==> src/rtl/pipe_stage_latch.sv <==
// Two-entry elastic pipeline register (main + skid) with flush and a
// saturating backpressure counter. Handshake outputs come straight from
// flops, so in_ready and out_valid do not depend combinationally on any input.
module pipe_stage_latch #(
  parameter int unsigned     W      = 32,
  parameter int unsigned     NF     = 3,
  parameter logic [W-1:0]    NOP_IR = '0
) (
  input  logic              clk,
  input  logic              reset,
  input  logic              flush,
  input  logic              in_valid,
  output logic              in_ready,
  input  logic [NF*W-1:0]   in_data,
  output logic              out_valid,
  input  logic              out_ready,
  output logic [NF*W-1:0]   out_data,
  output logic [1:0]        occupancy,
  output logic [15:0]       stall_cnt
);

  localparam int unsigned DW = NF * W;
  localparam logic [DW-1:0] NOP_ENTRY = DW'(NOP_IR);
  localparam logic [15:0]   STALL_MAX = 16'hFFFF;

  // State bits double as the handshake flags: [1] = out_valid, [0] = in_ready.
  typedef enum logic [1:0] {
    EMPTY = 2'b01,
    ONE   = 2'b11,
    FULL  = 2'b10
  } state_t;

  state_t          state;
  logic [DW-1:0]   main_q;
  logic [DW-1:0]   skid_q;
  logic            in_xfer;
  logic            out_xfer;

  assign out_valid = state[1];
  assign in_ready  = state[0];
  assign out_data  = main_q;

  assign in_xfer  = in_valid && in_ready && !flush;
  assign out_xfer = out_valid && out_ready;

  // Occupancy FSM and entry storage; reset beats flush, flush beats transfers.
  always_ff @(posedge clk) begin
    if (reset) begin
      state     <= EMPTY;
      occupancy <= 2'd0;
      main_q    <= NOP_ENTRY;
      skid_q    <= NOP_ENTRY;
    end else if (flush) begin
      state     <= EMPTY;
      occupancy <= 2'd0;
      main_q    <= NOP_ENTRY;
      skid_q    <= NOP_ENTRY;
    end else begin
      case (state)
        EMPTY: begin
          if (in_xfer) begin
            state     <= ONE;
            occupancy <= 2'd1;
            main_q    <= in_data;
          end
        end
        ONE: begin
          if (in_xfer && out_xfer) begin
            main_q <= in_data;
          end else if (out_xfer) begin
            state     <= EMPTY;
            occupancy <= 2'd0;
          end else if (in_xfer) begin
            state     <= FULL;
            occupancy <= 2'd2;
            skid_q    <= in_data;
          end
        end
        FULL: begin
          if (out_xfer) begin
            state     <= ONE;
            occupancy <= 2'd1;
            main_q    <= skid_q;
          end
        end
        default: begin
          state     <= EMPTY;
          occupancy <= 2'd0;
        end
      endcase
    end
  end

  // Saturating count of cycles where the head entry is held by backpressure.
  always_ff @(posedge clk) begin
    if (reset) begin
      stall_cnt <= 16'd0;
    end else if (out_valid && !out_ready && (stall_cnt != STALL_MAX)) begin
      stall_cnt <= stall_cnt + 16'd1;
    end
  end

endmodule

==> config.mk <==
export PLATFORM = sky130hd
export DESIGN_NAME = pipe_stage_latch
export DESIGN_NICKNAME = d
export VERILOG_FILES = /design/src/rtl/pipe_stage_latch.sv
export SDC_FILE = /design/constraint.sdc
export NUM_CORES = 1
export LEC_CHECK = 0
export CORE_MARGIN = 5
export CORE_UTILIZATION = 39
export CTS_CLUSTER_DIAMETER = 200
export DETAILED_ROUTE_END_ITERATION = 10
export PLACE_DENSITY = 0.76
export SYNTH_ARGS = -nofsm -noshare
export SYNTH_HDL_FRONTEND = slang
export SYNTH_SLANG_ARGS = --single-unit
==> constraint.sdc <==
create_clock -name clk -period 2.69 [get_ports clk]
set_input_delay 0.538 -clock clk [delete_from_list [all_inputs] [get_ports clk]]
set_output_delay 0.538 -clock clk [all_outputs]
set_load 0.01 [all_outputs]
==> impl_metrics.yaml <==
clock_network:
  cts-buffers-inserted: 23
  clock_path_buffers: 3
  clk_latency_ns: 0.50
  post_cts.repair.setup_buffers: 0
  cts_tree: "yes"
  ctsHoldBuffers: 0
  clock-sinks: 212
  post_cts_resized: 0
  cts_root_buf: "clkbuf_16"
  clkTransAtPathRegs_ns: 0.06
  h-tree-depth: 1
logic_synthesis:
  synth_area_sq_mm: 0.00875
  ys_seq_area_share_pct: 48.5
  synth.ff_latch_count: 212
  yosys.cell_types.count: 41
  netlist_instances: 987
  avgSynthCellArea_sq_um: 8.86
  synth_top_area_cell: "dfxtp_1"
  synth_top_area_share_pct: 48.5
  synth-async-reset-ratio_pct: 0
  synth-edff-count: 0
  syn_nets: 1093
  ys.flop_type: "dfxtp_1"
  yosys_warnings: 0
  synthTopCellsByArea: "dfxtp_1 49%, a21oi_1 12%, mux2i_1 11%, nand2_1 8.5%, a211oi_1 8.4%"
finish:
  final_cell_mix: "216 x clkdlybuf4s50_1, 212 x dfxtp_1, 202 x a21oi_1"
  area_growth_pct: 36.2
  final_util_pct: 54.3
  drive_gt1_share_pct: 6.13
  finalNonFillerCells: 1456
  layout_commonest_cell: "clkdlybuf4s50_1"
  nFillCells: 1948
  layout.nets: 1265
detailed_routing:
  dr.pass1.iters: 5
  wl_per_cell_um: 16.9
  dr.first_iter.drc_count: 419
  antenna_left: 0
  vias: 7822
  wl_um: 24500
  drc: 0
  viasPerCell: 5.37
critical_path:
  regToRegSetupSlack_ns: 0.34
  crit_type: "flip-flop to flip-flop"
  endpoint: "out_data[41]"
  critPathSlowestCell: "dfxtp_1"
  endpoint_kind: "flip-flop"
  startpoint: "state[1]"
  max_stage_delay_ns: 0.56
  worstPathArrival_ns: 2.76
  r2r_start: "state[1]"
  crit_chain: "inv_1 -> ha_1 -> nor2_1 -> a221oi_4 -> buf_12 -> a21oi_1 -> a211oi_1"
  cp-start-kind: "flip-flop"
  r2r-end: "out_data[41]"
  cp_max_fo: 72
  ff2ff_path_depth: 7
  cp.required_ns: 3.09
grt:
  grt_pass1_wl_um: 38900
  grt_pass1_vias: 7349
  grt_start_max_net_pins: 100
  antenna_found_initial: 1
  grt_util_all_layers_pct: 18.0
  grt_overflow: 0
sta:
  worst_slew_pin_slew_ns: 0.916
  period_share_pct: 87.5
  period_minus_slack_ns: 2.35
  fin_skew_ns: 0.0108
  finalHoldViolations: 0
  finalMaxSlewViolations: 0
  setup_tns_ns: 0
  relSlewSlack_pct: 38.9
  setup_viol: 0
  max_clock_freq_mhz: 425
  rsz0062_at_grt: "false"
die:
  core-area_sq_mm: 0.0220
  start_util_pct: 39.8
  die-area_sq_mm: 0.0255
  io_pins: 217
  die_width_um: 160
  rows: 54
  fp.dieH_um: 160
place:
  place_congestion: 0.775
  portBuffers: 216
  hpwlAfterDp_um: 15400
  dp.cells: 1414
worst_hold_path:
  hold_class: "flip-flop to flip-flop"
job:
  maxCapViolations: 0
status:
  status: "completed"
power_and_ir_drop:
  power_density_mw_per_mm2: 607
  power.leakage_nw: 3.74
  total_power_mw: 7.23
  ir_worst_vdd_mv: 0.408
==> worst max-delay path: cells and delay by family (launching register included) <==
| kind | cells | cell delay, ns |
|---|---|---|
| compound gates | 3 | 0.62 |
| fa+ha+maj | 1 | 0.38 |
| buf+inv | 2 | 0.52 |
| flops | 1 | 0.56 |
| simple gates | 1 | 0.09 |
==> registers in the layout (all words and copies together) (netlist names) <==
register   cells
occupancy      2
state          2
out_data      96
skid_q        96
stall_cnt     16
==> Yosys cell counts, types with 2 or more instances <==
master and number:
nand2_1 197, inv_1 5, nand3_1 4, or4_1 5
nor4_1 3, nor2_1 14, nand2b_1 3, a21oi_1 202
o31ai_1 4, mux2_2 4, nor2b_1 5, nand4_1 6
buf_1 11, nor3_1 3, or3_1 5, a211oi_1 98
buf_2 30, o21ai_0 5, dfxtp_1 212, clkbuf_1 43
nor4b_1 3, mux2i_1 98, ha_1 5, o21a_1 2
buf_4 4
==> area by class of cell <==
type,count,area [sq um],area share [%]
antenna,1,2.50,0.0210
timing repair buffer,235,2420,20.3
clock buffer,34,697,5.85
multi-input combinational,682,4150,34.8
clock inverter,7,38.8,0.326
tap,280,350,2.94
sequential,212,4240,35.6
inverter,5,18.8,0.158
==> through the flow <==
step / worst slack (ns) / cell area, sq um / hold WS, ns
detailed placement: 0.123 / 11200 / 0.446
global route: 0.187 / 11900 / 0.470
CTS: 0.375 / 11900 / 0.454
global placement: 0.208 / 11200 / 0.441
floorplan: 0.605 / 8750 / 0.436
finish: 0.338 / 11900 / 0.451
==> worst min path at each step <==
| stage | start | end | slack [ns] | depth (start not counted) |
|---|---|---|---|---|
| 5_1_grt | skid_q[38] | skid_q[38] | 0.47 | 2 |
| 3_3_place_gp | skid_q[66] | skid_q[66] | 0.44 | 2 |
| 3_5_place_dp | skid_q[62] | skid_q[62] | 0.45 | 2 |
| 2_1_floorplan | skid_q[0] | skid_q[0] | 0.44 | 2 |
| 4_1_cts | skid_q[62] | skid_q[62] | 0.45 | 2 |
| 6_report | skid_q[65] | skid_q[65] | 0.45 | 2 |
==> power breakdown <==
| part | internal, mW | switching [mW] | leakage, nW | total, mW |
|---|---|---|---|---|
| registers | 3.23 | 0.0570 | 1.72 | 3.28 |
| logic | 0.440 | 0.455 | 1.65 | 0.895 |
| clock network | 1.79 | 1.26 | 0.372 | 3.05 |
| total | 5.46 | 1.77 | 3.74 | 7.23 |
==> cell families (layout without fill, tap and decap cells) <==
logic type | count (synthesis) | in the layout | synth area share, %
AOI/OAI and AO/OA | 321 | 321 | 21.9
and+or+nand+nor | 254 | 254 | 12.5
DFF | 212 | 212 | 48.5
muxes | 102 | 102 | 11.7
buffers and inverters | 93 | 281 | 4.59
adders and majority gates | 5 | 5 | 0.715
other | 0 | 1 | 0
==> routing by layer <==
| layer | global-route usage (%) | share of wire [%] |
|---|---|---|
| met4 | 4.26 | 1.7 |
| met3 | 4.61 | 6.8 |
| met1 | 24.2 | 44 |
| met2 | 29.1 | 47 |
| met5 | 0 | 0.045 |
Note: power is estimated with default switching activity, not from simulation.
